===== src/rtl/cc_goalregister_pkg.sv =====
// Shared types and defaults for the Frogger row-7 goal register.
package cc_goalregister_pkg;

    typedef enum logic [1:0] {
        ST_ACCEPT = 2'd0,
        ST_HOLD   = 2'd1,
        ST_CLEAR  = 2'd2
    } gr_state_e;

    localparam int DATAWIDTH_BUS_DEF = 8;
    localparam int HOLD_TICKS_DEF    = 4;
    localparam int LEVEL_WIDTH_DEF   = 4;

    // A one-tick hold still needs a 1-bit counter to hold the value 0.
    function automatic int hold_cnt_w(input int ticks);
        return ($clog2(ticks) < 1) ? 1 : $clog2(ticks);
    endfunction

endpackage


===== src/rtl/cc_goalholdtimer.sv =====
// Frame-tick hold counter: load, decrement on tick, flag when at zero.
module cc_goalholdtimer
    import cc_goalregister_pkg::*;
#(
    parameter int HOLD_TICKS = HOLD_TICKS_DEF,
    parameter int CNT_W      = hold_cnt_w(HOLD_TICKS)
) (
    input  logic             clk,
    input  logic             rst_n,
    input  logic             clr,
    input  logic             load,
    input  logic             tick,
    output logic [CNT_W-1:0] cnt,
    output logic             zero
);

    localparam logic [CNT_W-1:0] LOAD_VAL = CNT_W'(HOLD_TICKS - 1);

    always_ff @(posedge clk or negedge rst_n) begin
        if (!rst_n)
            cnt <= '0;
        else if (clr)
            cnt <= '0;
        else if (load)
            cnt <= LOAD_VAL;
        else if (tick && !zero)
            cnt <= cnt - 1'b1;
    end

    assign zero = (cnt == '0);

endmodule


===== src/rtl/cc_goalregister.sv =====
// Row-7 home-slot register: tracks occupied slots, holds a won row for a
// number of frame ticks, then clears it and advances the level.
module cc_goalregister
    import cc_goalregister_pkg::*;
#(
    parameter int DATAWIDTH_BUS = DATAWIDTH_BUS_DEF,
    parameter int HOLD_TICKS    = HOLD_TICKS_DEF,
    parameter int LEVEL_WIDTH   = LEVEL_WIDTH_DEF
) (
    input  logic                     CC_GOALREGISTER_CLOCK_50,
    input  logic                     CC_GOALREGISTER_RESET_InLow,
    input  logic                     CC_GOALREGISTER_FrogArrive_In,
    input  logic [2:0]               CC_GOALREGISTER_FrogCol_In,
    input  logic                     CC_GOALREGISTER_FrameTick_In,
    input  logic                     CC_GOALREGISTER_WinL_In,
    input  logic                     CC_GOALREGISTER_Clear_In,
    output logic [DATAWIDTH_BUS-1:0] CC_GOALREGISTER_Data_Out,
    output logic                     CC_GOALREGISTER_FrogHome_Out,
    output logic                     CC_GOALREGISTER_FrogCrash_Out,
    output logic                     CC_GOALREGISTER_LevelUp_Out,
    output logic [LEVEL_WIDTH-1:0]   CC_GOALREGISTER_Level_Out,
    output logic                     CC_GOALREGISTER_Busy_Out
);

    localparam int CNT_W = hold_cnt_w(HOLD_TICKS);

    gr_state_e                state_q, state_nxt;
    logic [DATAWIDTH_BUS-1:0] data_q, data_nxt;
    logic [LEVEL_WIDTH-1:0]   level_q, level_nxt;
    logic                     home_q, home_nxt;
    logic                     crash_q, crash_nxt;
    logic                     lvlup_q, lvlup_nxt;
    logic                     busy_q;
    logic                     hold_load;
    logic                     hold_zero;
    logic [CNT_W-1:0]         hold_cnt;

    cc_goalholdtimer #(
        .HOLD_TICKS (HOLD_TICKS),
        .CNT_W      (CNT_W)
    ) u_holdtimer (
        .clk   (CC_GOALREGISTER_CLOCK_50),
        .rst_n (CC_GOALREGISTER_RESET_InLow),
        .clr   (CC_GOALREGISTER_Clear_In),
        .load  (hold_load),
        .tick  (CC_GOALREGISTER_FrameTick_In && (state_q == ST_HOLD)),
        .cnt   (hold_cnt),
        .zero  (hold_zero)
    );

    always_comb begin
        state_nxt = state_q;
        data_nxt  = data_q;
        level_nxt = level_q;
        home_nxt  = 1'b0;
        crash_nxt = 1'b0;
        lvlup_nxt = 1'b0;
        hold_load = 1'b0;
        if (CC_GOALREGISTER_Clear_In) begin
            state_nxt = ST_ACCEPT;
            data_nxt  = '0;
            level_nxt = '0;
        end else begin
            case (state_q)
                ST_ACCEPT: begin
                    // A win outranks an arrival landing in the same cycle.
                    if (CC_GOALREGISTER_WinL_In) begin
                        state_nxt = ST_HOLD;
                        hold_load = 1'b1;
                    end else if (CC_GOALREGISTER_FrogArrive_In) begin
                        if (!data_q[CC_GOALREGISTER_FrogCol_In]) begin
                            data_nxt[CC_GOALREGISTER_FrogCol_In] = 1'b1;
                            home_nxt = 1'b1;
                        end else begin
                            crash_nxt = 1'b1;
                        end
                    end
                end
                ST_HOLD: begin
                    if (CC_GOALREGISTER_FrameTick_In && hold_zero)
                        state_nxt = ST_CLEAR;
                end
                ST_CLEAR: begin
                    data_nxt  = '0;
                    lvlup_nxt = 1'b1;
                    level_nxt = (&level_q) ? level_q : level_q + 1'b1;
                    state_nxt = ST_ACCEPT;
                end
                default: state_nxt = ST_ACCEPT;
            endcase
        end
    end

    always_ff @(posedge CC_GOALREGISTER_CLOCK_50 or negedge CC_GOALREGISTER_RESET_InLow) begin
        if (!CC_GOALREGISTER_RESET_InLow) begin
            state_q <= ST_ACCEPT;
            data_q  <= '0;
            level_q <= '0;
            home_q  <= 1'b0;
            crash_q <= 1'b0;
            lvlup_q <= 1'b0;
            busy_q  <= 1'b0;
        end else begin
            state_q <= state_nxt;
            data_q  <= data_nxt;
            level_q <= level_nxt;
            home_q  <= home_nxt;
            crash_q <= crash_nxt;
            lvlup_q <= lvlup_nxt;
            busy_q  <= (state_nxt != ST_ACCEPT);
        end
    end

    assign CC_GOALREGISTER_Data_Out      = data_q;
    assign CC_GOALREGISTER_FrogHome_Out  = home_q;
    assign CC_GOALREGISTER_FrogCrash_Out = crash_q;
    assign CC_GOALREGISTER_LevelUp_Out   = lvlup_q;
    assign CC_GOALREGISTER_Level_Out     = level_q;
    assign CC_GOALREGISTER_Busy_Out      = busy_q;

endmodule


===== config.mk =====
export PLATFORM = sky130hd
export DESIGN_NAME = cc_goalregister
export DESIGN_NICKNAME = d
export VERILOG_FILES = /design/src/rtl/cc_goalregister_pkg.sv /design/src/rtl/cc_goalholdtimer.sv /design/src/rtl/cc_goalregister.sv
export SDC_FILE = /design/constraint.sdc
export NUM_CORES = 1
export LEC_CHECK = 0
export ABC_CLOCK_PERIOD_IN_PS = 2000
export BUFFER_PORTS_ARGS = -buffer_cell sky130_fd_sc_hd__buf_2
export CAP_MARGIN = 5
export CORE_ASPECT_RATIO = 1.25
export CORE_MARGIN = 5
export CORE_UTILIZATION = 54
export DETAILED_ROUTE_END_ITERATION = 10
export PLACE_DENSITY_LB_ADDON = 0.12
export SETUP_SLACK_MARGIN = 0.05
export SLEW_MARGIN = 40
export SYNTH_ARGS = -nofsm -noshare
export SYNTH_HDL_FRONTEND = slang
export SYNTH_SLANG_ARGS = --single-unit

===== constraint.sdc =====
create_clock -name CC_GOALREGISTER_CLOCK_50 -period 2 [get_ports CC_GOALREGISTER_CLOCK_50]
set_input_delay 0.1 -clock CC_GOALREGISTER_CLOCK_50 [delete_from_list [all_inputs] [get_ports CC_GOALREGISTER_CLOCK_50]]
set_output_delay 0.1 -clock CC_GOALREGISTER_CLOCK_50 [all_outputs]
set_load 0.01 [all_outputs]

# ---- Yosys cells after proc, flatten, opt, wreduce, memory -nomap -nowiden
# Index checks and enable logic that the tools add are counted.
dict set report totals {
  regBits 20
  in_bits 9
}
dict set report op_classes {
  n_addsub 2
  magnitude_cmp 2
  eq_ne 6
  mux 34
  bitwise 1
  reduce_logical 14
}
# cell count
set op_table {}
lappend op_table {{8-bit two-way mux} 4}
lappend op_table {{1-bit two-way mux} 17}
lappend op_table {{8-bit one-hot mux with 2 select lines} 1}
lappend op_table {{2-bit two-way mux} 6}
lappend op_table {{4-bit two-way mux} 3}
lappend op_table {{3-bit != test, second input constant} 3}
lappend op_table {{8-bit bitwise OR} 1}
lappend op_table {{4-bit AND reduction} 2}
lappend op_table {{3-bit nonzero test} 2}
lappend op_table {{4-bit by 1-bit adder with 4-bit output, second input constant} 1}
lappend op_table {{1-bit logical AND} 4}
lappend op_table {{2-bit zero test} 2}
lappend op_table {{3-bit by 4-bit < comparator with 1-bit output, second input constant} 1}
lappend op_table {{2-bit one-hot mux with 2 select lines} 1}
lappend op_table {{2-bit nonzero test} 2}
lappend op_table {{1-bit binary-select mux with 3-bit select} 1}
lappend op_table {{1-bit demux with 3-bit select} 1}
lappend op_table {{3-bit by 1-bit greater-or-equal comparator with 1-bit output, second input constant} 1}
lappend op_table {{2-bit by 1-bit == test with 1-bit output, second input constant} 1}
lappend op_table {{2-bit == test, second input constant} 1}
lappend op_table {{2-bit != test, second input constant} 1}
lappend op_table {{2-bit AND reduction} 1}
lappend op_table {{2-bit by 1-bit subtractor with 2-bit output, second input constant} 1}
lappend op_table {{1-bit zero test} 1}

# ---- Logic depth before layout (Yosys ltp)
# Gate-level depths: netlist of run 1.
dict set report depth {
  depth_word 10
  depth_mapped 5
}

# ---- Hierarchy
# A second synthesis of run 1 with hierarchy kept.
dict set report hier_totals {
  cells_unflattened 92
  hier_area_um2 996.0
}
# module instances cells_per_inst area_each_um2 seq_area_each_um2
set by_module_without_submodules {}
lappend by_module_without_submodules {cc_goalregister 1 80 870.8 450.4}
lappend by_module_without_submodules {cc_goalholdtimer 1 12 125.1 50.0}

# ---- Worst setup path after synthesis of run 1
# No wires, ideal clock.
dict set report synth_timing {
  path_type {register to register}
  from {register level_q[0], in the netlist CC_GOALREGISTER_Level_Out[0]}
  to {register level_q[1], in the netlist CC_GOALREGISTER_Level_Out[1]}
  setup_ns 0.077
  arrival_ns 1.308
  required_time_ns 1.923
  slack_ns 0.614
  stages_incl_launch_ff 5
  n_path_buf 0
  period_less_slack_ns 1.386
  cell_sequence {dfrtp_1 > ha_1 > and3_1 > or3b_1 > a21oi_1}
}
dict set report synth_between {
  elab_chain_cells 4
  word_cells_on_any_way 7
  classes_between {1 x add/sub; 1 x eq/ne; 3 x mux; 2 x reduce/logical}
}
# item line
set synth_lines {}
lappend synth_lines {{start: declaration} cc_goalregister.sv:29} ;# logic [LEVEL_WIDTH-1:0] level_q, level_nxt;
lappend synth_lines {{start signal: assignment} cc_goalregister.sv:106} ;# level_q <= level_nxt;
lappend synth_lines {{4-bit by 1-bit adder with 4-bit output} cc_goalregister.sv:86} ;# level_nxt = (&level_q) ? level_q : level_q + 1'b1;
lappend synth_lines {{4-bit two-way mux} cc_goalregister.sv:86}
lappend synth_lines {{4-bit two-way mux} cc_goalregister.sv:64} ;# case (state_q)
lappend synth_lines {{4-bit two-way mux} cc_goalregister.sv:59} ;# if (CC_GOALREGISTER_Clear_In) begin
# Several ways; a longest one is shown, not always the timed one. The select of a mux whose other input is x is not followed.
# A chain may end at the register's enable or synchronous reset.

# ---- Final worst setup path of run 1
dict set report layout_timing {
  from {register level_q[0], in the netlist CC_GOALREGISTER_Level_Out[0]}
  to {register level_q[3], in the netlist CC_GOALREGISTER_Level_Out[3]}
}
# Same word-level chain as after synthesis.

==> reports/qor.yml, run 1 <==
rsz0062_at_grt: "no"
power.density_nw_per_um2: 612
ys_seq_area_frac: 0.508
initial_core_util: 0.565
cts_tree: "built"
syn_area_per_cell_sq_um: 11.2
ir_worst_vdd_uv: 371
drtIter0Drc: 11
setup_viol: 0
yosys-top-cells-count: "dfrtp_1, nand3_1, a21oi_1, o31ai_1"
placed_cells: 128
slew_headroom: 0.699
path_max_fanout: 5
synth_area_leader_cell: "dfrtp_1"
drc: 0
async_flop_share: 1.00
layout.nets: 126
die_area_sq_um: 2780
path_class: "flop to flop"
syn_area_sq_um: 985
setup_ws_ns: 0.552
grt_overflow: 0
finalCriticalPeriod_ns: 1.45
io_buffers: 24
crit_path_start_kind: "flop"
maxCapViolCount: 0
critPathArrivalTime_ns: 1.62
drive_gt1_frac: 0.301
num_rows: 17
avgRoutedWirePerCell_um: 14.7
synth.most_common_cell: "dfrtp_1"
num_antenna_cells: 0
critPathMaxStageDelay_ns: 0.43
cts_root_buf: "clkbuf_4"
final_cells: 132
clock_path_buffers: 2
dp_hpwl_um: 1440
grt_pass1_wl_um: 3250
drtPass1Iterations: 4
synth_seq_cells: 20
via_count: 784
ff2ff_path_depth: 4
tns_ns: 0
cts.sinks: 20
synth_edf_count: 0
synth_cells: 88
leakagePower_nw: 0.564
nFillCells: 162
cp.buffers_inverters: 0
slew_violations: 0
fin_crit_sh: 0.724
hold_depth: 3
htree_levels: 1
path_cells: "ha_1, and3_1, o311ai_0, o41ai_1"
totalPowerFinal_uw: 701
viasPerCell: 5.94
yosysUniqueCellTypes: 32
dp_slack_ns: 0.573
utilization: 0.657
grt_pass1_vias: 748
gp_congestion: 0.799
cts-resized-gates: 0
fmax_ghz: 0.691
worst_pin_slew_ns: 0.451
crit_path_end_kind: "flop"
grt_usage: 0.161
grt_max_degree: 21
die_h_um: 57.7
antenna_found_initial: 0
cp_slowest_cell: "dfrtp_1"
hp-class: "primary input to flop"
wirelength_um: 1940
final-hold-violation-count: 0
netlist.area_leader.share: 0.508
die_x_um: 48.2
core-area_sq_um: 1740
io_pins: 25
area_growth_pct: 16.4
syn-num-nets: 99
ys_warn_count: 0
path_depth: 4
clock_skew_ns: 0.00180
clk_latency_ns: 0.30
cp_top_family: "compound AO/OA/AOI/OAI gates"
status: "completed"
path_clk_slew_ns: 0.10
ant_nets: 0
synthFlopType: "dfrtp_1"
cts_buffers: 3
required_ns: 2.17
synth_area_leaders: "dfrtp_1, nand3_1, o31ai_1"
## power by group
part,switching (mW),internal [mW]
clock network,0.114,0.0702
logic,0.0509,0.0364
registers,0.0118,0.417
## logic make-up after synthesis
kind of cell | after synthesis | synth area share
compound gates | 24 | 0.188
simple gates | 31 | 0.206
buf+inv | 7 | 0.0305
mux | 4 | 0.0419
flops | 20 | 0.508
fa+ha+maj | 2 | 0.0254
## metal layers
layer | vias to the layer above | share of wire | global-route usage
li1 | 393 | - | -
met4 | 0 | 0.016 | 0.0692
met3 | 4 | 0.054 | 0.0280
met1 | 371 | 0.41 | 0.209
met2 | 16 | 0.52 | 0.252
met5 | - | 0 | 0
## placed cells by master (no fill, tap or decap), types with 3 or more instances in the layout
cell type	n
nor2_1	3
clkbuf_4	3
dfrtp_1	20
mux2i_1	3
buf_2	24
nand3_1	10
a21oi_1	6
nand2b_1	3
inv_1	3
o31ai_1	6
## metrics by stage
| stage | hold slack [ns] | instance area (sq um) |
|---|---|---|
| floorplan | -0.196 | 985 |
| global placement | 0.0695 | 1110 |
| detailed placement | 0.0748 | 1110 |
| CTS | 0.0529 | 1150 |
| global route | 0.0615 | 1150 |
| finish | 0.0566 | 1150 |
## state kept, by name, summed over array words and instances, names as in the netlist
register	cells
u_holdtimer.cnt	2
state_q	2
CC_GOALREGISTER_FrogCrash_Out	1
CC_GOALREGISTER_LevelUp_Out	1
CC_GOALREGISTER_Busy_Out	1
CC_GOALREGISTER_Data_Out	8
CC_GOALREGISTER_Level_Out	4
CC_GOALREGISTER_FrogHome_Out	1
## worst paths after layout
path                       slack, ns                                      from                                  endpoint
setup / recovery                0.55  CC_GOALREGISTER_Level_Out[0]$_DFFE_PN0P_  CC_GOALREGISTER_Level_Out[3]$_DFFE_PN0P_
hold / removal                  0.06             CC_GOALREGISTER_FrogArrive_In   CC_GOALREGISTER_FrogCrash_Out$_DFF_PN0_
setup reg to reg                0.55  CC_GOALREGISTER_Level_Out[0]$_DFFE_PN0P_  CC_GOALREGISTER_Level_Out[3]$_DFFE_PN0P_
hold reg to reg                 0.50            u_holdtimer.cnt[1]$_DFFE_PN0P_            u_holdtimer.cnt[1]$_DFFE_PN0P_
max in group asynchronous       1.42               CC_GOALREGISTER_RESET_InLow        CC_GOALREGISTER_Busy_Out$_DFF_PN0_
min in group asynchronous       0.27               CC_GOALREGISTER_RESET_InLow   CC_GOALREGISTER_Data_Out[2]$_DFFE_PN0P_
## final cells by class
cell class              instances  area [sq um]  share of cell area
clock buffers                   3          22.5              0.0197
inverters                       4          15.0              0.0131
multi-input cells              61           454               0.396
flip-flops and latches         20           500               0.437
well taps                      19          23.8              0.0207
repair buffers                 25           130               0.114
## worst reg2reg max path, delay by kind of cell, from the launching register on
| family | cells | cell delay (ns) |
|---|---|---|
| compound gates | 2 | 0.45 |
| flops | 1 | 0.43 |
| fa+ha+maj | 1 | 0.23 |
| simple gates | 1 | 0.22 |
## what timing repair did
item                                   4_1_cts  5_1_grt
hold buffers                                 1        0
endpoints found under the hold margin       20        0
buffers inserted                             0        0
No activity file was read; power rests on OpenSTA's default activity.
==> inputs of run 2 (changes only) <==
--- a/config.mk
+++ b/config.mk
@@ -5,12 +5,13 @@
 export SDC_FILE = /design/constraint.sdc
 export NUM_CORES = 1
 export LEC_CHECK = 0
-export ABC_CLOCK_PERIOD_IN_PS = 2000
+export ABC_AREA = 1
+export ABC_CLOCK_PERIOD_IN_PS = 1450
 export BUFFER_PORTS_ARGS = -buffer_cell sky130_fd_sc_hd__buf_2
 export CAP_MARGIN = 5
 export CORE_ASPECT_RATIO = 1.25
 export CORE_MARGIN = 5
-export CORE_UTILIZATION = 54
+export CORE_UTILIZATION = 52
 export DETAILED_ROUTE_END_ITERATION = 10
 export PLACE_DENSITY_LB_ADDON = 0.12
 export SETUP_SLACK_MARGIN = 0.05
==> constraint.sdc (replaced) <==
create_clock -name CC_GOALREGISTER_CLOCK_50 -period 1.45 [get_ports CC_GOALREGISTER_CLOCK_50]
set_input_delay 0.0725 -clock CC_GOALREGISTER_CLOCK_50 [delete_from_list [all_inputs] [get_ports CC_GOALREGISTER_CLOCK_50]]
set_output_delay 0.0725 -clock CC_GOALREGISTER_CLOCK_50 [all_outputs]
set_load 0.01 [all_outputs]
==> run 2 against run 1 <==
Net effect: die area is 15% higher; worst hold slack got worse by 0.037 ns; count of clock-buffer cells in the layout did not move; core utilization up 0.96 points; non-clock buffer count grew 5; sequential power grew 50%; sequential share of layout area down 6.6 points; highest routed layer unchanged.
==> reports/qor.yml, run 2 <==
synth.most_common_cell: "nand2_1"
ant_nets: 0
dp_hpwl_um: 1680
largest_reg_flops: 8
met3_length_um: 114
clock_skew_ns: 0.00388
min_from: "CC_GOALREGISTER_FrameTick_In"
wirelength_um: 2510
mostFrequentLayoutCells: "nand2_1, buf_2, dfrtp_1"
syn_area_sq_um: 1130
path_max_fanout: 8
grt_overflow: 0
avgRoutedWirePerCell_um: 12.8
die_area_sq_um: 3210
gp_congestion: 0.851
drtIter0Drc: 30
synth_cells: 147
power_frac_clock: 0.207
timing.rr.end: "CC_GOALREGISTER_Data_Out[5]$_DFFE_PN0P_"
maxCapViolCount: 0
cts_buffers: 3
ys_seq_area_frac: 0.443
fin_area_sq_um: 1350
finalCriticalPeriod_ns: 1.32
utilization: 0.667
worst_pin_slew_ns: 0.438
grt_pass1_wl_um: 4020
io_pins: 25
num_rows: 18
yosysUniqueCellTypes: 23
tns_ns: 0
syn-num-nets: 158
netlist.area_leader.share: 0.443
grt_usage: 0.161
layout_commonest_cell: "nand2_1"
initial_core_util: 0.557
pwr-share-seq: 0.509
fin_crit_sh: 0.910
path_class: "flop to flop"
synthFlopType: "dfrtp_1"
slew_violations: 0
p_sw_uw: 422
r2r_start: "CC_GOALREGISTER_Data_Out[5]$_DFFE_PN0P_"
hp-class: "primary input to flop"
comb_power_share: 0.284
drc: 0
r2r_slack_ns: 0.13
antenna_found_initial: 0
die_h_um: 62.1
top_layer: "met4"
crit_path_end_kind: "flop"
ir_worst_vdd_uv: 694
swShare: 0.333
final-hold-violation-count: 0
status: "completed"
required_ns: 1.65
synth_area_leader_cell: "dfrtp_1"
power.density_nw_per_um2: 937
dpl_cell_area_sq_um: 1240
clock_path_buffers: 2
num_antenna_cells: 0
fin_hold_ws_ns: 0.0199
area_growth_pct: 19.6
fmax_ghz: 0.758
clk_latency_ns: 0.30
yosys-top-cells-count: "nand2_1, dfrtp_1, nor2_1"
viasPerCell: 5.34
slew_headroom: 0.708
routedLengthMet1_um: 1140
leakagePower_nw: 0.752
htree_levels: 1
cts_tree: "built"
layout.nets: 189
crit_path_start_kind: "flop"
p_int_uw: 844
setup_viol: 0
ys_warn_count: 0
grt_pass1_vias: 928
critPathArrivalTime_ns: 1.52
drive_gt1_frac: 0.330
die_x_um: 51.7
route.met2.wl_um: 1210
via_count: 1046
syn_area_per_cell_sq_um: 7.69
grt_max_degree: 21
synth_edf_count: 0
cts_root_buf: "clkbuf_4"
endpoint: "CC_GOALREGISTER_Data_Out[5]$_DFFE_PN0P_"
async_flop_share: 1.00
synth_area_leaders: "dfrtp_1, nand2_1, nor2_1"
path_clk_slew_ns: 0.11
ff2ff_path_depth: 10
rsz0062_at_grt: "yes"
io_buffers: 24
drtPass1Iterations: 4
core-area_sq_um: 2030
synth_seq_cells: 20
worstSetupStartpoint: "CC_GOALREGISTER_Data_Out[5]$_DFFE_PN0P_"
cts.sinks: 20
[run 2: cell types whose count changed in the layout (fill, tap and decap cells not counted), sizes merged, moves of 5 or more]
cell / delta
nor2: +17
buf: +5
nand2: +43
inv: +15
o31ai: -6
[run 2: cell type report]
class | instances | area, sq um
clock buffer | 3 | 22.5
multi-input combinational | 105 | 561
sequential | 20 | 500
inverter | 18 | 75.1
fill | 167 | 676
timing repair buffer | 30 | 168
tap | 20 | 25.0
[run 2: routing by layer]
layer | GRT usage | vias up
met5 | 0 | -
met3 | 0.0215 | 5
met2 | 0.247 | 29
li1 | - | 526
met1 | 0.219 | 486
met4 | 0.0787 | 0
[run 2: logic make-up (layout without fill, tap and decap cells)]
group                    Yosys count  in the layout  share of synthesized area
XOR/XNOR                           2              2                     0.0155
flip-flops                        20             20                      0.443
AO/OA/AOI/OAI                     15             15                     0.0797
buffers and inverters             22             51                     0.0919
AND/OR/NAND/NOR                   86             86                      0.348
adder cells (fa/ha/maj)            2              2                     0.0221
[run 2: worst min path at each step]
stage	end	slack (ns)	cells past startpoint
after floorplan	CC_GOALREGISTER_Busy_Out$_DFF_PN0_	-0.22	0
after global placement	CC_GOALREGISTER_Data_Out[2]$_DFFE_PN0P_	0.04	1
after detailed placement	CC_GOALREGISTER_Data_Out[3]$_DFFE_PN0P_	0.04	1
after CTS	state_q[1]$_DFF_PN0_	0.02	3
after global routing	state_q[1]$_DFF_PN0_	0.05	3
final	state_q[1]$_DFF_PN0_	0.02	3
[run 2: worst max-delay path, stage by stage (launching register included)]
cell,delay [ns]
dfrtp_1,0.42
inv_1,0.09
nand2_1,0.07
nand3_2,0.08
nand2_2,0.07
nor2_4,0.09
nand2_2,0.07
nand2_4,0.11
nand2_4,0.10
nand2_1,0.08
nand2_1,0.05
[run 2: power by group through the flow]
stage	Clock (mW)	Sequential, mW	Combinational, mW
floorplan	0	0.670	0.207
global placement	0	0.655	0.308
finish	0.262	0.645	0.359
global route	0.290	0.652	0.409
detailed placement	0	0.655	0.315
CTS	0.261	0.644	0.320
[run 2: what timing repair did]
item                       CTS  global route
setup endpoints to repair    0            12
hold buffers                 1             0
hold endpoints to repair    20             0
gates resized for setup      0            15
setup buffers                0             5
[run 2: metrics by stage]
step / power (mW) / instances / worst slack (ns)
2_1_floorplan: 0.878 / 147 / 0.206
3_3_place_gp: 0.963 / 187 / 0.172
3_5_place_dp: 0.971 / 187 / 0.156
4_1_cts: 1.23 / 191 / 0.125
5_1_grt: 1.35 / 196 / 0.0206
6_report: 1.27 / 196 / 0.130
==> inputs of run 3 (changes only) <==
--- a/config.mk
+++ b/config.mk
@@ -5,13 +5,12 @@
 export SDC_FILE = /design/constraint.sdc
 export NUM_CORES = 1
 export LEC_CHECK = 0
-export ABC_AREA = 1
 export ABC_CLOCK_PERIOD_IN_PS = 1450
 export BUFFER_PORTS_ARGS = -buffer_cell sky130_fd_sc_hd__buf_2
 export CAP_MARGIN = 5
 export CORE_ASPECT_RATIO = 1.25
 export CORE_MARGIN = 5
-export CORE_UTILIZATION = 52
+export CORE_UTILIZATION = 51
 export DETAILED_ROUTE_END_ITERATION = 10
 export PLACE_DENSITY_LB_ADDON = 0.12
 export SETUP_SLACK_MARGIN = 0.05
==> run 3 against run 2 <==
Net effect: sequential share of layout area rose by 2.8 points; die area down 9.2%; critical path type unchanged; first-iteration DRC count is 80% lower; combinational power down 61%; setup slack worse by 0.051 ns; count of clock-buffer cells in the layout grew 1; non-clock buffer count rose by 3; power decreased by 16%; final cell count decreased by 28%; sequential cell count did not move.
==> reports/qor.yml, run 3 (synthesized netlist as in run 1, its figures left out) <==
fin_crit_sh: 0.946
finalCriticalPeriod_ns: 1.37
tns_ns: 0
slew_headroom: 0.704
clock_path_buffers: 2
critPathArrivalTime_ns: 1.61
dpl_cell_area_sq_um: 1140
grt_usage: 0.158
pwr-share-seq: 0.557
die_x_um: 49.3
grt_pass1_wl_um: 3610
core-area_sq_um: 1810
gp_congestion: 0.851
power.density_nw_per_um2: 841
crit_path_start_kind: "flop"
worst_pin_slew_ns: 0.444
final-hold-violation-count: 0
layout_commonest_cell: "buf_2"
avgRoutedWirePerCell_um: 15.2
p_int_uw: 791
viasPerCell: 5.90
rsz0062_at_grt: "yes"
drtIter0Drc: 6
wirelength_um: 2140
drive_gt1_frac: 0.426
path_max_fanout: 5
drtPass1Iterations: 4
slew_violations: 0
num_antenna_cells: 0
drc: 0
dp_slack_ns: 0.0381
antenna_found_initial: 0
fin_area_sq_um: 1260
layout.nets: 134
fmax_ghz: 0.729
cts_buffers: 3
num_rows: 17
dp_hpwl_um: 1490
power_frac_clock: 0.310
via_count: 832
mostFrequentLayoutCells: "buf_2, dfrtp_1, nand3_1"
swShare: 0.254
leakagePower_nw: 0.625
grt_pass1_vias: 848
required_ns: 1.69
cts_tree: "built"
totalPowerFinal_mw: 1.06
area_growth_pct: 28.1
die_h_um: 59.1
setup_ws_ns: 0.0789
io_buffers: 24
clock_skew_ns: 0.00463
cts.sinks: 20
die_area_sq_um: 2910
ff_latch_area_sq_um: 503
path_class: "flop to flop"
largest_reg_flops: 8
ir_worst_vdd_uv: 637
setup_viol: 0
p_sw_uw: 270
cts_root_buf: "clkbuf_4"
maxCapViolCount: 0
comb_power_share: 0.133
ant_nets: 0
status: "completed"
multi_input_area_sq_um: 493
path_clk_slew_ns: 0.12
io_pins: 25
hp-class: "primary input to flop"
crit_path_end_kind: "flop"
grt_max_degree: 21
htree_levels: 1
nFillCells: 138
clk_latency_ns: 0.30
initial_core_util: 0.545
grt_overflow: 0
==> run 3: cell count changes in the layout (fill, tap and decap cells not counted), moves of 3 or more <==
cell / previous run / this run
nor2_1: 16 / 3
nor2_2: 3 / 0
buf_4: 5 / 8
inv_1: 13 / 3
nand2_2: 10 / 0
inv_2: 3 / 0
nand2_1: 33 / 2
nand2b_1: 0 / 3
a211oi_1: 4 / 0
o31ai_1: 0 / 4
mux2i_1: 0 / 3
==> run 3: worst paths after layout <==
path | startpoint | endpoint | slack (ns) | cells past startpoint
worst max-delay path | CC_GOALREGISTER_Level_Out[1]$_DFFE_PN0P_ | CC_GOALREGISTER_Level_Out[1]$_DFFE_PN0P_ | 0.08 | 4
worst min-delay path | CC_GOALREGISTER_FrogCol_In[1] | CC_GOALREGISTER_Data_Out[0]$_DFFE_PN0P_ | 0.03 | 2
worst max register to register | CC_GOALREGISTER_Level_Out[1]$_DFFE_PN0P_ | CC_GOALREGISTER_Level_Out[1]$_DFFE_PN0P_ | 0.08 | 4
worst min register to register | state_q[1]$_DFF_PN0_ | state_q[1]$_DFF_PN0_ | 0.51 | 1
max in group asynchronous | CC_GOALREGISTER_RESET_InLow | state_q[0]$_DFF_PN0_ | 0.89 | 2
min in group asynchronous | CC_GOALREGISTER_RESET_InLow | u_holdtimer.cnt[0]$_DFFE_PN0P_ | 0.23 | 2
==> run 3: layout make-up <==
cell class              count  area share
flip-flops and latches     20       0.399
inverters                   4      0.0119
well taps                  19      0.0188
repair buffers             33       0.151
multi-input cells          61       0.391
clock buffers               4      0.0288
==> run 3: power groups by stage <==
| stage | Combinational (mW) | Sequential, mW | Clock, mW |
|---|---|---|---|
| after floorplan | 0.0668 | 0.605 | 0 |
| after global placement | 0.121 | 0.601 | 0 |
| after detailed placement | 0.125 | 0.603 | 0 |
| after CTS | 0.128 | 0.592 | 0.333 |
| after global routing | 0.157 | 0.594 | 0.367 |
| final | 0.141 | 0.591 | 0.329 |
==> run 3: timing repair <==
item	4_1_cts	5_1_grt
resized for setup	1	10
pin swaps	0	5
buffers inserted	1	4
endpoints found under the setup margin	2	13
endpoints found under the hold margin	20	0
hold buffers	1	0
==> run 3: layer usage <==
layer | share of wire | global-route usage
met1 | 0.42 | 0.187
met3 | 0.059 | 0.0428
met4 | 0.026 | 0.108
met2 | 0.50 | 0.249
met5 | 0 | 0
==> run 3: through the flow <==
stage	hold WS [ns]	std cells	utilization
2_1_floorplan	-0.223	88	-
3_3_place_gp	0.0405	131	0.628
3_5_place_dp	0.0461	131	0.628
4_1_cts	0.0168	137	0.661
5_1_grt	0.0260	141	0.698
6_report	0.0265	141	0.698
==> run 3: worst max-delay path, stage by stage, from the launching register on <==
cell     delay (ns)
dfrtp_1        0.41
ha_2           0.19
and3_4         0.19
or3b_4         0.38
a21oi_2        0.14
